===== config.mk =====
export PLATFORM = sky130hd
export DESIGN_NAME = enc_dec_slave_link
export DESIGN_NICKNAME = d
export VERILOG_FILES = /design/src/rtl/enc_dec_slave_link.sv
export SDC_FILE = /design/constraint.sdc
export NUM_CORES = 1
export LEC_CHECK = 0
export CORE_MARGIN = 2
export CORE_UTILIZATION = 54
export CTS_CLUSTER_SIZE = 20
export DETAILED_ROUTE_END_ITERATION = 12
export GPL_TIMING_DRIVEN = 1
export PLACE_DENSITY = 0.78
export SYNTH_ARGS = -nofsm -noshare
export SYNTH_HDL_FRONTEND = slang
export SYNTH_SLANG_ARGS = --single-unit

===== constraint.sdc =====
create_clock -name in_clk -period 3.2 [get_ports in_clk]
set_clock_uncertainty 0.15 [all_clocks]
set_input_delay 0.48 -clock in_clk [delete_from_list [all_inputs] [get_ports in_clk]]
set_output_delay 0.48 -clock in_clk [all_outputs]
set_load 0.01 [all_outputs]

===== src/rtl/enc_dec_slave_link.sv =====
// Serial slave endpoint: shifts in {msg,key} on Mosi, hands them to the cipher core,
// and streams the core result back on Miso. Optional build macro: MISO_TRISTATE_EN.
module enc_dec_slave_link #(
  parameter int unsigned nk = 8,
  parameter int unsigned nb = 4,
  parameter int unsigned nr = 14
) (
  input  logic                in_clk,
  input  logic                rst,
  input  logic                cs_enc_dec,
  input  logic                Mosi,
  output logic                Miso,
  output logic [32*nb-1:0]    msg_out,
  output logic [32*nk-1:0]    key_out,
  output logic                core_start,
  input  logic                core_done,
  input  logic [32*nb-1:0]    core_result,
  output logic                busy,
  output logic                abort
);

  localparam int unsigned MSG_W = 32 * nb;
  localparam int unsigned KEY_W = 32 * nk;
  localparam int unsigned TOT_W = MSG_W + KEY_W;
  localparam int unsigned RX_CW = $clog2(TOT_W);
  localparam int unsigned TX_CW = $clog2(MSG_W + 1);

  localparam logic [2:0] IDLE  = 3'd0;
  localparam logic [2:0] RECV  = 3'd1;
  localparam logic [2:0] START = 3'd2;
  localparam logic [2:0] WAIT  = 3'd3;
  localparam logic [2:0] SEND  = 3'd4;
  localparam logic [2:0] HOLD  = 3'd5;

  // nr only configures the core; reject configurations the link cannot carry
  if (nr == 0 || nk == 0 || nb == 0) begin : g_cfg_err
    $error("enc_dec_slave_link: nk, nb and nr must be non-zero");
  end

  logic [2:0]       state_q, state_d;
  logic [RX_CW-1:0] rx_cnt_q, rx_cnt_d;
  logic [TX_CW-1:0] tx_cnt_q, tx_cnt_d;
  logic [TOT_W-2:0] sr_q, sr_d;
  logic [MSG_W-2:0] tx_q, tx_d;
  logic [MSG_W-1:0] msg_q, msg_d;
  logic [KEY_W-1:0] key_q, key_d;
  logic             start_q, start_d;
  logic             abort_q, abort_d;
  logic             busy_q, busy_d;
  logic             miso_q, miso_d;
  logic [TOT_W-1:0] rx_full_c;
  logic             in_txn_c;

  assign rx_full_c = {sr_q, Mosi};
  assign in_txn_c  = (state_q == RECV) || (state_q == START) ||
                     (state_q == WAIT) || (state_q == SEND);

  // Next-state and registered-output logic
  always_comb begin
    state_d  = state_q;
    rx_cnt_d = rx_cnt_q;
    tx_cnt_d = tx_cnt_q;
    sr_d     = sr_q;
    tx_d     = tx_q;
    msg_d    = msg_q;
    key_d    = key_q;
    start_d  = 1'b0;
    abort_d  = 1'b0;
    miso_d   = miso_q;

    case (state_q)
      IDLE: begin
        if (!cs_enc_dec) begin
          sr_d     = {(TOT_W-2)'(0), Mosi};
          rx_cnt_d = RX_CW'(1);
          state_d  = RECV;
        end
      end
      RECV: begin
        sr_d = rx_full_c[TOT_W-2:0];
        if (rx_cnt_q == RX_CW'(TOT_W - 1)) begin
          msg_d    = rx_full_c[TOT_W-1:KEY_W];
          key_d    = rx_full_c[KEY_W-1:0];
          start_d  = 1'b1;
          rx_cnt_d = '0;
          state_d  = START;
        end else begin
          rx_cnt_d = rx_cnt_q + RX_CW'(1);
        end
      end
      START: state_d = WAIT;
      WAIT: begin
        if (core_done) begin
          tx_d     = core_result[MSG_W-2:0];
          miso_d   = core_result[MSG_W-1];
          tx_cnt_d = TX_CW'(1);
          state_d  = SEND;
        end
      end
      SEND: begin
        if (tx_cnt_q == TX_CW'(MSG_W)) begin
          miso_d   = 1'b0;
          tx_cnt_d = '0;
          tx_d     = '0;
          state_d  = HOLD;
        end else begin
          miso_d   = tx_q[MSG_W-2];
          tx_d     = {tx_q[MSG_W-3:0], 1'b0};
          tx_cnt_d = tx_cnt_q + TX_CW'(1);
        end
      end
      HOLD: begin
        if (cs_enc_dec) state_d = IDLE;
      end
      default: state_d = IDLE;
    endcase

    // Chip-select release mid-transaction overrides everything, including core_done
    if (in_txn_c && cs_enc_dec) begin
      state_d  = IDLE;
      abort_d  = 1'b1;
      start_d  = 1'b0;
      rx_cnt_d = '0;
      tx_cnt_d = '0;
      sr_d     = '0;
      tx_d     = '0;
      miso_d   = 1'b0;
      msg_d    = msg_q;
      key_d    = key_q;
    end

    busy_d = (state_d != IDLE);
  end

  always_ff @(posedge in_clk or negedge rst) begin
    if (!rst) begin
      state_q  <= IDLE;
      rx_cnt_q <= '0;
      tx_cnt_q <= '0;
      sr_q     <= '0;
      tx_q     <= '0;
      msg_q    <= '0;
      key_q    <= '0;
      start_q  <= 1'b0;
      abort_q  <= 1'b0;
      busy_q   <= 1'b0;
      miso_q   <= 1'b0;
    end else begin
      state_q  <= state_d;
      rx_cnt_q <= rx_cnt_d;
      tx_cnt_q <= tx_cnt_d;
      sr_q     <= sr_d;
      tx_q     <= tx_d;
      msg_q    <= msg_d;
      key_q    <= key_d;
      start_q  <= start_d;
      abort_q  <= abort_d;
      busy_q   <= busy_d;
      miso_q   <= miso_d;
    end
  end

  assign msg_out    = msg_q;
  assign key_out    = key_q;
  assign core_start = start_q;
  assign abort      = abort_q;
  assign busy       = busy_q;

`ifdef MISO_TRISTATE_EN
  // Only SEND holds a driven bit; the line is released otherwise
  assign Miso = (state_q == SEND) ? miso_q : 1'bz;
`else
  assign Miso = miso_q;
`endif

endmodule


==> summary.txt, run 1 <==
Detailed routing
  – Antenna viol nets, final: 0
  – Detailed Routing Iterations Pass 1: 5
  – Vias/cell: 5.907
  – DRC viols: 0
  – Initial DRC Count: 1,953
  – Routed via count: 22,540
  – Routed wire length: 86,090 µm
  – WL/cell: 22.57 µm

Finish
  – Layout overhead on the synthesized area: 25.12%
  – Nets@finish: just over 3,000
  – Share of post-route cells with drive strength above 1: 20.61%
  – Fin area: 45,310 µm²

Yosys
  – Avg Synthesized Cell Area: approximately 15 µm²
  – Main flop type after synthesis: dfrtp_1
  – Area leader, netlist: dfrtp_1
  – Synth Register Bits: 918
  – Count of cell types in the netlist: 56
  – Register area share after synthesis: between 60% and 70%
  – Post-synth top area share: 63.43%
  – Syn Inst Count: ~2,400
  – Synth top cells by count: dfrtp_1, a22o_1, mux2_4
  – Syn Nets: approximately 2,500
  – Post-synth EDFFs: 0
  – Ys async rst share: 100.0%
  – Synth warn: 0
  – Mapped cell area: 36,220 µm²
  – Synth area leaders: dfrtp_1, mux2_4, a22o_1
  – Cell with the most instances after synthesis: dfrtp_1

Power
  – Worst VDD drop: 385.0 µV
  – Pleak: around 22 nW
  – Power share of the clock group: 45.5%
  – Combinational fraction of design power: 4.2%
  – Sw frac: 21.78%
  – Power density over cell area: 526.8 nW/µm²
  – Int Power: 18.67 mW
  – Sequential share of power: 50.3%
  – Sw Pwr: 5.199 mW

STA
  – Final period util: 93.43%
  – Setup WS post-layout: 210.3 ps
  – Fin crit period: about 3000 ps
  – Final Max Tran Viols: 0
  – Slew headroom: 41.79%
  – FMAX: 334.5 MHz
  – Unrepaired setup endpoints after global routing: no
  – Final Hold Viols: 0
  – Final setup fails: 0
  – Final TNS setup: 0 ps
  – Worst-Margin Slew: 861.9 ps

Worst setup path
  – Worst R2R Path Depth: 7
  – FF-to-FF Start: rx_cnt_q[0]
  – WS Path Type: flip-flop to flip-flop
  – Crit path required time: 3560 ps
  – FF-to-FF setup slack: 210 ps
  – CP Launch Type: flip-flop
  – Worst setup EP type: flip-flop
  – Arrival time worst endpoint: 3350 ps
  – Critical path fanouts, max: between 50 and 60
  – Worst r2r dst: msg_out[47]

Status
  – Outcome: finished clean

Clocking
  – Clock Latency Late Sink: 630 ps
  – Clock sink total: about 920
  – Reg clk slew, reported paths: 60 ps
  – Clock tree buffer depth: 3
  – Clk root buf: clkbuf_16
  – CTS tree: yes
  – H-tree Lvls: 3
  – Setup bufs post-CTS: 0
  – CTS buffer count: 90

Floorplan
  – Row cnt: 94
  – Core area: ~66,000 µm²
  – Die ar.: 69,160 µm²
  – Top Ports: around 520
  – Die W: 263.0 µm
  – Die height: 263.0 µm
  – Starting density of the core: 54.79%

Place
  – Port Buf Inserts: 520
  – Pre-CTS setup slack: about 260 ps
  – DP Wirelength: 56,580 µm
  – DP Area: 42,250 µm²
  – RePlAce Congestion: 0.8450

Global routing
  – Vias in the first global route: 23,350
  – First-pass GRT wire length: 138,600 µm
  – Largest net degree at the start of global routing: 133
  – GRT Residual Overflow: 0
  – Total track usage: 25.03%
  – Initial antenna violation count: 1

Flow run
  – Maxcap violations: 0

Min path
  – Worst Hold Class: input port to async pin
[through the flow]
step	hold slack (ps)	power (mW)	cells	utilization, %
floorplan	34.41	12.56	2386	-
global placement	313.0	13.15	3653	63.92
detailed placement	320.0	13.22	3653	63.92
CTS	258.6	24.07	3814	68.55
global route	289.5	24.72	3815	68.55
finish	262.3	23.87	3815	68.55
[worst max path at each step]
| stage | depth (start not counted) | end | slack [ps] | startpoint |
|---|---|---|---|---|
| after global routing | 7 | msg_out[47] | 90 | rx_cnt_q[0] |
| after global placement | 7 | sr_q[217] | 330 | cs_enc_dec |
| final | 7 | msg_out[47] | 210 | rx_cnt_q[0] |
| after CTS | 7 | key_out[45] | 270 | rx_cnt_q[0] |
| after detailed placement | 7 | sr_q[163] | 260 | cs_enc_dec |
| after floorplan | 8 | key_out[100] | 700 | rx_cnt_q[0] |
[layer usage]
| metal | global-route usage (%) | vias up | part of all wire [%] |
|---|---|---|---|
| li1 | - | 9800 | - |
| met1 | 33.96 | 11740 | 42 |
| met2 | 39.60 | 837 | 48 |
| met3 | 6.398 | 162 | 7.1 |
| met4 | 8.510 | 0 | 3.3 |
| met5 | 0 | - | 0 |
[power groups by stage]
| stage | Clock (mW) | Combinational, mW | Sequential [mW] |
|---|---|---|---|
| floorplan | 0 | 0.407 | 12.2 |
| global placement | 0 | 0.965 | 12.2 |
| detailed placement | 0 | 1.01 | 12.2 |
| CTS | 11.1 | 1.02 | 12.0 |
| global route | 11.6 | 1.13 | 12.0 |
| finish | 10.9 | 1.00 | 12.0 |
[logic make-up (layout without fill, tap and decap cells)]
kind of cell	after synthesis	after routing	synth area share, %
AO/OA/AOI/OAI	687	687	14.58
XOR/XNOR	3	3	0.07256
adder cells (fa/ha/maj)	3	3	0.1037
buffers and inverters	198	762	3.759
flip-flops	918	918	63.43
multiplexers	384	384	15.67
other	0	1	0
AND/OR/NAND/NOR	193	193	2.391
[repair_timing]
action / in CTS / in global routing
resized for setup: 0 / 0
endpoints found under the hold margin: 45 / 0
hold buffers: 1 / 0
[worst max-delay path, stage by stage (launching register included)]
cell	delay [ps]
dfrtp_1	440
ha_1	280
nand4_2	160
nor4_4	370
or4b_4	560
buf_12	210
buf_12	250
mux2_4	360
[cells in the final DEF (no fill, tap or decap), types with 9 or more instances in the layout]
cell / count
nand2_1: 144
clkdlybuf4s50_1: 519
o21ai_0: 141
a22o_1: 384
clkbuf_16: 93
buf_4: 38
mux2_4: 360
clkbuf_8: 20
a22oi_1: 129
clkbuf_1: 25
nor2_1: 9
dfrtp_1: 918
clkinv_2: 10
buf_12: 37
mux2_2: 24
[flip-flops by register name, indices dropped and copies added, names as in the netlist]
| name | count |
|---|---|
| abort | 1 |
| sr_q | 383 |
| busy | 1 |
| tx_cnt_q | 8 |
| Miso | 1 |
| state_q | 3 |
| rx_cnt_q | 9 |
| key_out | 256 |
| tx_q | 127 |
| msg_out | 128 |
| core_start | 1 |
[area by class of cell]
class / count / area (µm²)
timing repair buffer: 596 / 6246
multi-input combinational: 1270 / 11940
clock inverter: 22 / 357.8
tap: 864 / 1081
clock buffer: 138 / 2696
inverter: 6 / 22.52
fill: 4288 / 20780
antenna: 1 / 2.502
sequential: 918 / 22970
Power figures use the tool's default switching activity.
==> inputs of run 2 (changes only) <==
Settings changed: CORE_UTILIZATION 54 to 45, PLACE_DENSITY 0.78 to 0.67, SLEW_MARGIN from default to 10.
==> run 2 against run 1 <==
First-iteration DRC count is 18% lower; die area increased by 20%; worst setup slack better by 37 ps; cell area up 0.98%; cell count rose by 5.6%; critical path depth unchanged; via count decreased by 1.8%; critical endpoint is now key_out[213]; clock power is essentially flat; worst hold slack improved by 45 ps; sequential power about the same; flip-flop and latch count did not move.
==> summary.txt, run 2 (synthesized netlist as in run 1, its figures left out) <==
STA
  – Final setup fails: 0
  – Slew headroom: 41.68%
  – Hold slack: 307.2 ps
  – FMAX: 338.7 MHz
  – Final Max Tran Viols: 0
  – Worst-Margin Slew: 863.5 ps
  – Final Hold Viols: 0
  – Final TNS setup: 0 ps
  – Fin crit period: 2953 ps
  – Final period util: 92.27%
  – Unrepaired setup endpoints after global routing: no

Power
  – Pleak: 22.40 nW
  – Power density over cell area: 529.8 nW/µm²
  – Total power draw: 24.24 mW
  – Worst VDD drop: 441.3 µV

Clocking
  – Clock Latency Late Sink: 640 ps
  – Number of buffers inserted by hold repair at cts: 1
  – Reg clk slew, reported paths: 60 ps
  – Clk root buf: clkbuf_16
  – CTS tree: yes
  – Setup bufs post-CTS: 0
  – CTS buffer count: 95
  – Clock sink total: 918
  – H-tree Lvls: 3
  – Clock tree buffer depth: 3
  – PostCTS Resize Cnt: 0

Worst setup path
  – CP max stage delay: around 560 ps
  – CP Buf/Inv Count: 2
  – Most used cell, CP: buf_12
  – WS Path Type: flip-flop to flip-flop
  – Worst setup EP type: flip-flop
  – Arrival time worst endpoint: 3310 ps
  – Crit path required time: 3560 ps
  – Critical path cell sequence: ha_1 > nand4_2 > nor4_4 > or4b_4 > buf_12 > buf_12 > mux2_4
  – CP max-delay cell: or4b_4
  – Critical path's top delay family: simple AND/OR/NAND/NOR gates
  – CP Launch Type: flip-flop
  – Critical path fanouts, max: 63

Floorplan
  – Die ar.: 82,770 µm²
  – Top Ports: 521
  – Die W: 287.7 µm
  – Row cnt: 104
  – Die height: 287.7 µm
  – Core area: 80,160 µm²
  – Starting density of the core: 45.18%

Detailed routing
  – Detailed Routing Iterations Pass 1: 5
  – Routed wire length: 84,790 µm
  – WL/cell: 21.05 µm
  – Antenna viol nets, final: 0
  – DRC viols: 0
  – Vias/cell: about 5.5
  – Routed via count: roughly 22,000
  – Initial DRC Count: 1,600

Global routing
  – Vias in the first global route: 22,900
  – Largest net degree at the start of global routing: ~130
  – First-pass GRT wire length: 135,000 µm
  – Total track usage: 20.38%
  – Initial antenna violation count: 1
  – GRT Residual Overflow: 0

Finish
  – Largest Register: sr_q
  – Commonest non-fill, non-tap cell in the layout: dfrtp_1
  – Sequential Area: 22,970 µm²
  – Area of the multi-input gates: 11,940 µm²
  – Share of post-route cells with drive strength above 1: 21.00%
  – Nets@finish: 3,026
  – Layout overhead on the synthesized area: 26.34%
  – Fillers: 6,259
  – Max reg flops: 383
  – Most frequent cells in the layout: dfrtp_1, clkdlybuf4s50_1, a22o_1, mux2_4, nand2_1

Min path
  – Worst Hold Class: input port to async pin

Flow run
  – Maxcap violations: 0

Place
  – RePlAce Congestion: around 0.80
  – Port Buf Inserts: 520
  – DP Wirelength: 56,660 µm

Status
  – Outcome: finished clean
[run 2: changes by cell type in the layout (fill, tap and decap cells not counted), sizes merged]
cell	previous run	this run
clkbuf	138	146
clkinv	10	16
buf	76	79
bufinv	8	6
inv	9	10
[run 2: layout make-up]
type	count	share of cell area, %
inverters	6	0.04922
diodes	1	0.005469
multi-input cells	1270	26.10
clock buffers	146	6.185
repair buffers	599	13.70
clock inverters	27	0.8614
well taps	1060	2.899
flip-flops and latches	918	50.20
[run 2: stage by stage]
stage / cell area [µm²] / util [%] / instances / worst slack [ps]
after global placement: 42520 / 53.05 / 3852 / 361.2
after floorplan: 36220 / - / 2386 / 696.1
final: 45760 / 57.08 / 4027 / 247.3
after CTS: 45750 / 57.08 / 4026 / 279.9
after global routing: 45760 / 57.08 / 4027 / 136.0
after detailed placement: 42520 / 53.05 / 3852 / 285.5
[run 2: worst paths after layout]
kind | start | endpoint | slack (ps) | depth (start not counted)
max in group asynchronous | rst | sr_q[156] | 1510 | 4
min in group in_clk | tx_q[99] | tx_q[99] | 330 | 2
setup / recovery | rx_cnt_q[0] | key_out[213] | 250 | 7
setup reg to reg | rx_cnt_q[0] | key_out[213] | 250 | 7
hold reg to reg | tx_q[99] | tx_q[99] | 330 | 2
hold / removal | rst | tx_q[101] | 310 | 2
[run 2: worst reg2reg max path: cells and delay by family, from the launching register on]
family                     cells  cell delay, ps
DFF                            1             420
adders and majority gates      1             270
muxes                          1             480
and+or+nand+nor                3            1040
buffers and inverters          2             500
[run 2: per-layer routing]
metal	global-route usage (%)	wire [µm]	vias up
met5	0	0	-
met4	7.137	2713	0
met3	5.000	5509	145
met2	31.80	40130	653
met1	27.91	36440	11510
li1	-	-	9821
[run 2: power breakdown]
part	switching, mW	total, mW	internal (mW)
registers	0.163	12.0	11.8
logic	0.629	1.01	0.377
clock network	4.61	11.2	6.61
==> patch (settings of run 2) <==
Set the parameter `nb` to 2 (it was 4).
--- a/src/rtl/enc_dec_slave_link.sv
+++ b/src/rtl/enc_dec_slave_link.sv
@@ -2,7 +2,7 @@
 // and streams the core result back on Miso. Optional build macro: MISO_TRISTATE_EN.
 module enc_dec_slave_link #(
   parameter int unsigned nk = 8,
-  parameter int unsigned nb = 4,
+  parameter int unsigned nb = 2,
   parameter int unsigned nr = 14
 ) (
   input  logic                in_clk,
Interface: changed (resized core_result and msg_out); port bits go from 521 to 393. The function was not compared with the original's and may differ.
==> patch against run 2 <==
  * Non-clock buffer count is 137 lower
  * Count of clock-buffer cells in the layout is 37 lower
  * Synthesized cell count is 27% lower
  * Sequential cell count is 193 lower
  * Area after synthesis is 24% lower
  * Clock power is 20% lower
  * Sequential power is 23% lower
  * Routed wire length is 27% lower
  * Worst setup slack better by 0.28 ns
  * Power is 23% lower
  * Highest routed layer unchanged
  * Design area is 24% lower
==> patch: results (changes against run 2) <==
----------------------------------------------------
[Final layout]
  Nets ... 2,220 (was 3,026)
  Number of antenna diodes ... 0 (was 1)
  Multi-input combinational cell area ... 8290 um^2 (was 11,900 um^2)
  Largest register FFs ... 319 (was 383)
  Fill cell instance count of the final layout ... 4,723 (was 6,259)
  Proportion of layout cells with a drive suffix above 1 ... 17.6% (was 21.0%)

[Routing]
  Number of DRC markers in iteration 0 ... 946 (was 1,600)
  Detailed-route via count ... 16,700 (was 22,100)

[Yosys]
  Ranking of synthesized cells by instance count ... sky130_fd_sc_hd__dfrtp_1 (725), sky130_fd_sc_hd__a22o_1 (445), sky130_fd_sc_hd__mux2_2 (190), sky130_fd_sc_hd__mux2_1 (130), sky130_fd_sc_hd__buf_6 (55) (was sky130_fd_sc_hd__dfrtp_1 (918), sky130_fd_sc_hd__a22o_1 (384), sky130_fd_sc_hd__mux2_4 (360), sky130_fd_sc_hd__nand2_1 (144), sky130_fd_sc_hd__o21ai_0 (141))
  Sequential-to-total area share from yosys stat ... 66.1% (was 63.4%)
  Cell variety after synth ... 51 (was 56)
  Fraction of synthesized cell area taken by the top area cell type ... 66.1% (was 63.4%)
  Syn nets ... 1,823 (was 2,522)
  Mean cell area of the mapped netlist ... 15.7 um^2 (was 15.2 um^2)

[Global routing]
  Wire length of the first global-routing pass ... 98,900 um (was 135,000 um)
  Total global-route track usage ... 19.5% (was 20.4%)
  Number of antenna violations at the first check in global routing ... 0 (was 1)
  Maximum number of pins on one net before global-route repair ... 89 (was 134)

[Placement]
  Port Buffers ... 392 (was 520)
  Post-place setup slack ... 0.388 ns (was 0.286 ns)
  Post-DP HPWL ... 40,000 um (was 56,700 um)
  RePlAce Congestion ... 0.792 (was 0.797)

[Power]
  Power share of the clock group ... 47.5% (was 46.3%)
  Leakage power total ... 16.7 nW (was 22.4 nW)
  Maximum vdd ir drop ... 0.379 mV (was 0.441 mV)
  P_sw ... 4.00 mW (was 5.40 mW)

[Run status]
  Status ... complete, no violations (unchanged)

[STA]
  Worst slew margin relative to its limit ... 47.1% (was 41.7%)

[Worst setup path]
  Cell at the slowest stage of the critical path ... sky130_fd_sc_hd__dfrtp_1 (was sky130_fd_sc_hd__or4b_4)

----------------------------------------------------
==> patch: changes by cell type after synthesis, sizes merged, moves of 56 or more <==
cell	delta
a22o	+61
nand2	-132
o21ai	-130
buf	+56
a22oi	-126
mux2	-64
dfrtp	-193
clkbuf	-107
==> patch: layout make-up <==
class / instances / area share (%)
multi-input cells: 879 / 23.8
clock buffers: 109 / 6.35
inverters: 6 / 0.0648
flip-flops and latches: 725 / 52.2
repair buffers: 462 / 13.8
well taps: 782 / 2.81
clock inverters: 24 / 0.997
==> patch: final timing paths <==
check / startpoint / endpoint / slack [ns] / cells after the start
max reg2reg: rx_cnt_q[0] / key_out[23] / 0.52 / 7
min reg2reg: key_out[177] / key_out[177] / 0.33 / 1
min in group in_clk: key_out[177] / key_out[177] / 0.33 / 1
min: rst / sr_q[240] / 0.31 / 2
max: rx_cnt_q[0] / key_out[23] / 0.52 / 7
max in group asynchronous: rst / sr_q[181] / 1.54 / 4
==> patch: worst reg2reg max path, stage by stage (launching register included) <==
cell,delay (ns)
sky130_fd_sc_hd__dfrtp_1,0.42
sky130_fd_sc_hd__ha_1,0.23
sky130_fd_sc_hd__and3_1,0.30
sky130_fd_sc_hd__nand3_1,0.25
sky130_fd_sc_hd__nor2_4,0.23
sky130_fd_sc_hd__buf_12,0.25
sky130_fd_sc_hd__buf_4,0.34
sky130_fd_sc_hd__mux2_2,0.38
==> patch: kinds of logic after synthesis <==
| kind of cell | count (synthesis) | share of synthesized area, % |
|---|---|---|
| xor gates and xnor gates | 1 | 0.0319 |
| adders and majority gates | 3 | 0.137 |
| muxes | 322 | 13.2 |
| AOI/OAI and AO/OA | 490 | 15.4 |
| buffers and inverters | 147 | 3.77 |
| DFF | 725 | 66.1 |
| and+or+nand+nor | 63 | 1.34 |
==> patch: power groups by stage <==
stage / clock, mW / combinational (mW) / sequential [mW]
floorplan: 0 / 0.284 / 9.35
global placement: 0 / 0.658 / 9.35
detailed placement: 0 / 0.670 / 9.36
CTS: 9.13 / 0.673 / 9.19
global route: 9.52 / 0.729 / 9.18
finish: 8.92 / 0.654 / 9.19
==> patch: per-layer routing <==
metal / up-vias / wire [um] / global-route usage [%]
li1: 7398 / - / -
met1: 8796 / 27100 / 27.0
met2: 414 / 29900 / 31.3
met3: 79 / 3300 / 4.17
met4: 0 / 1230 / 5.70
met5: - / 0 / 0
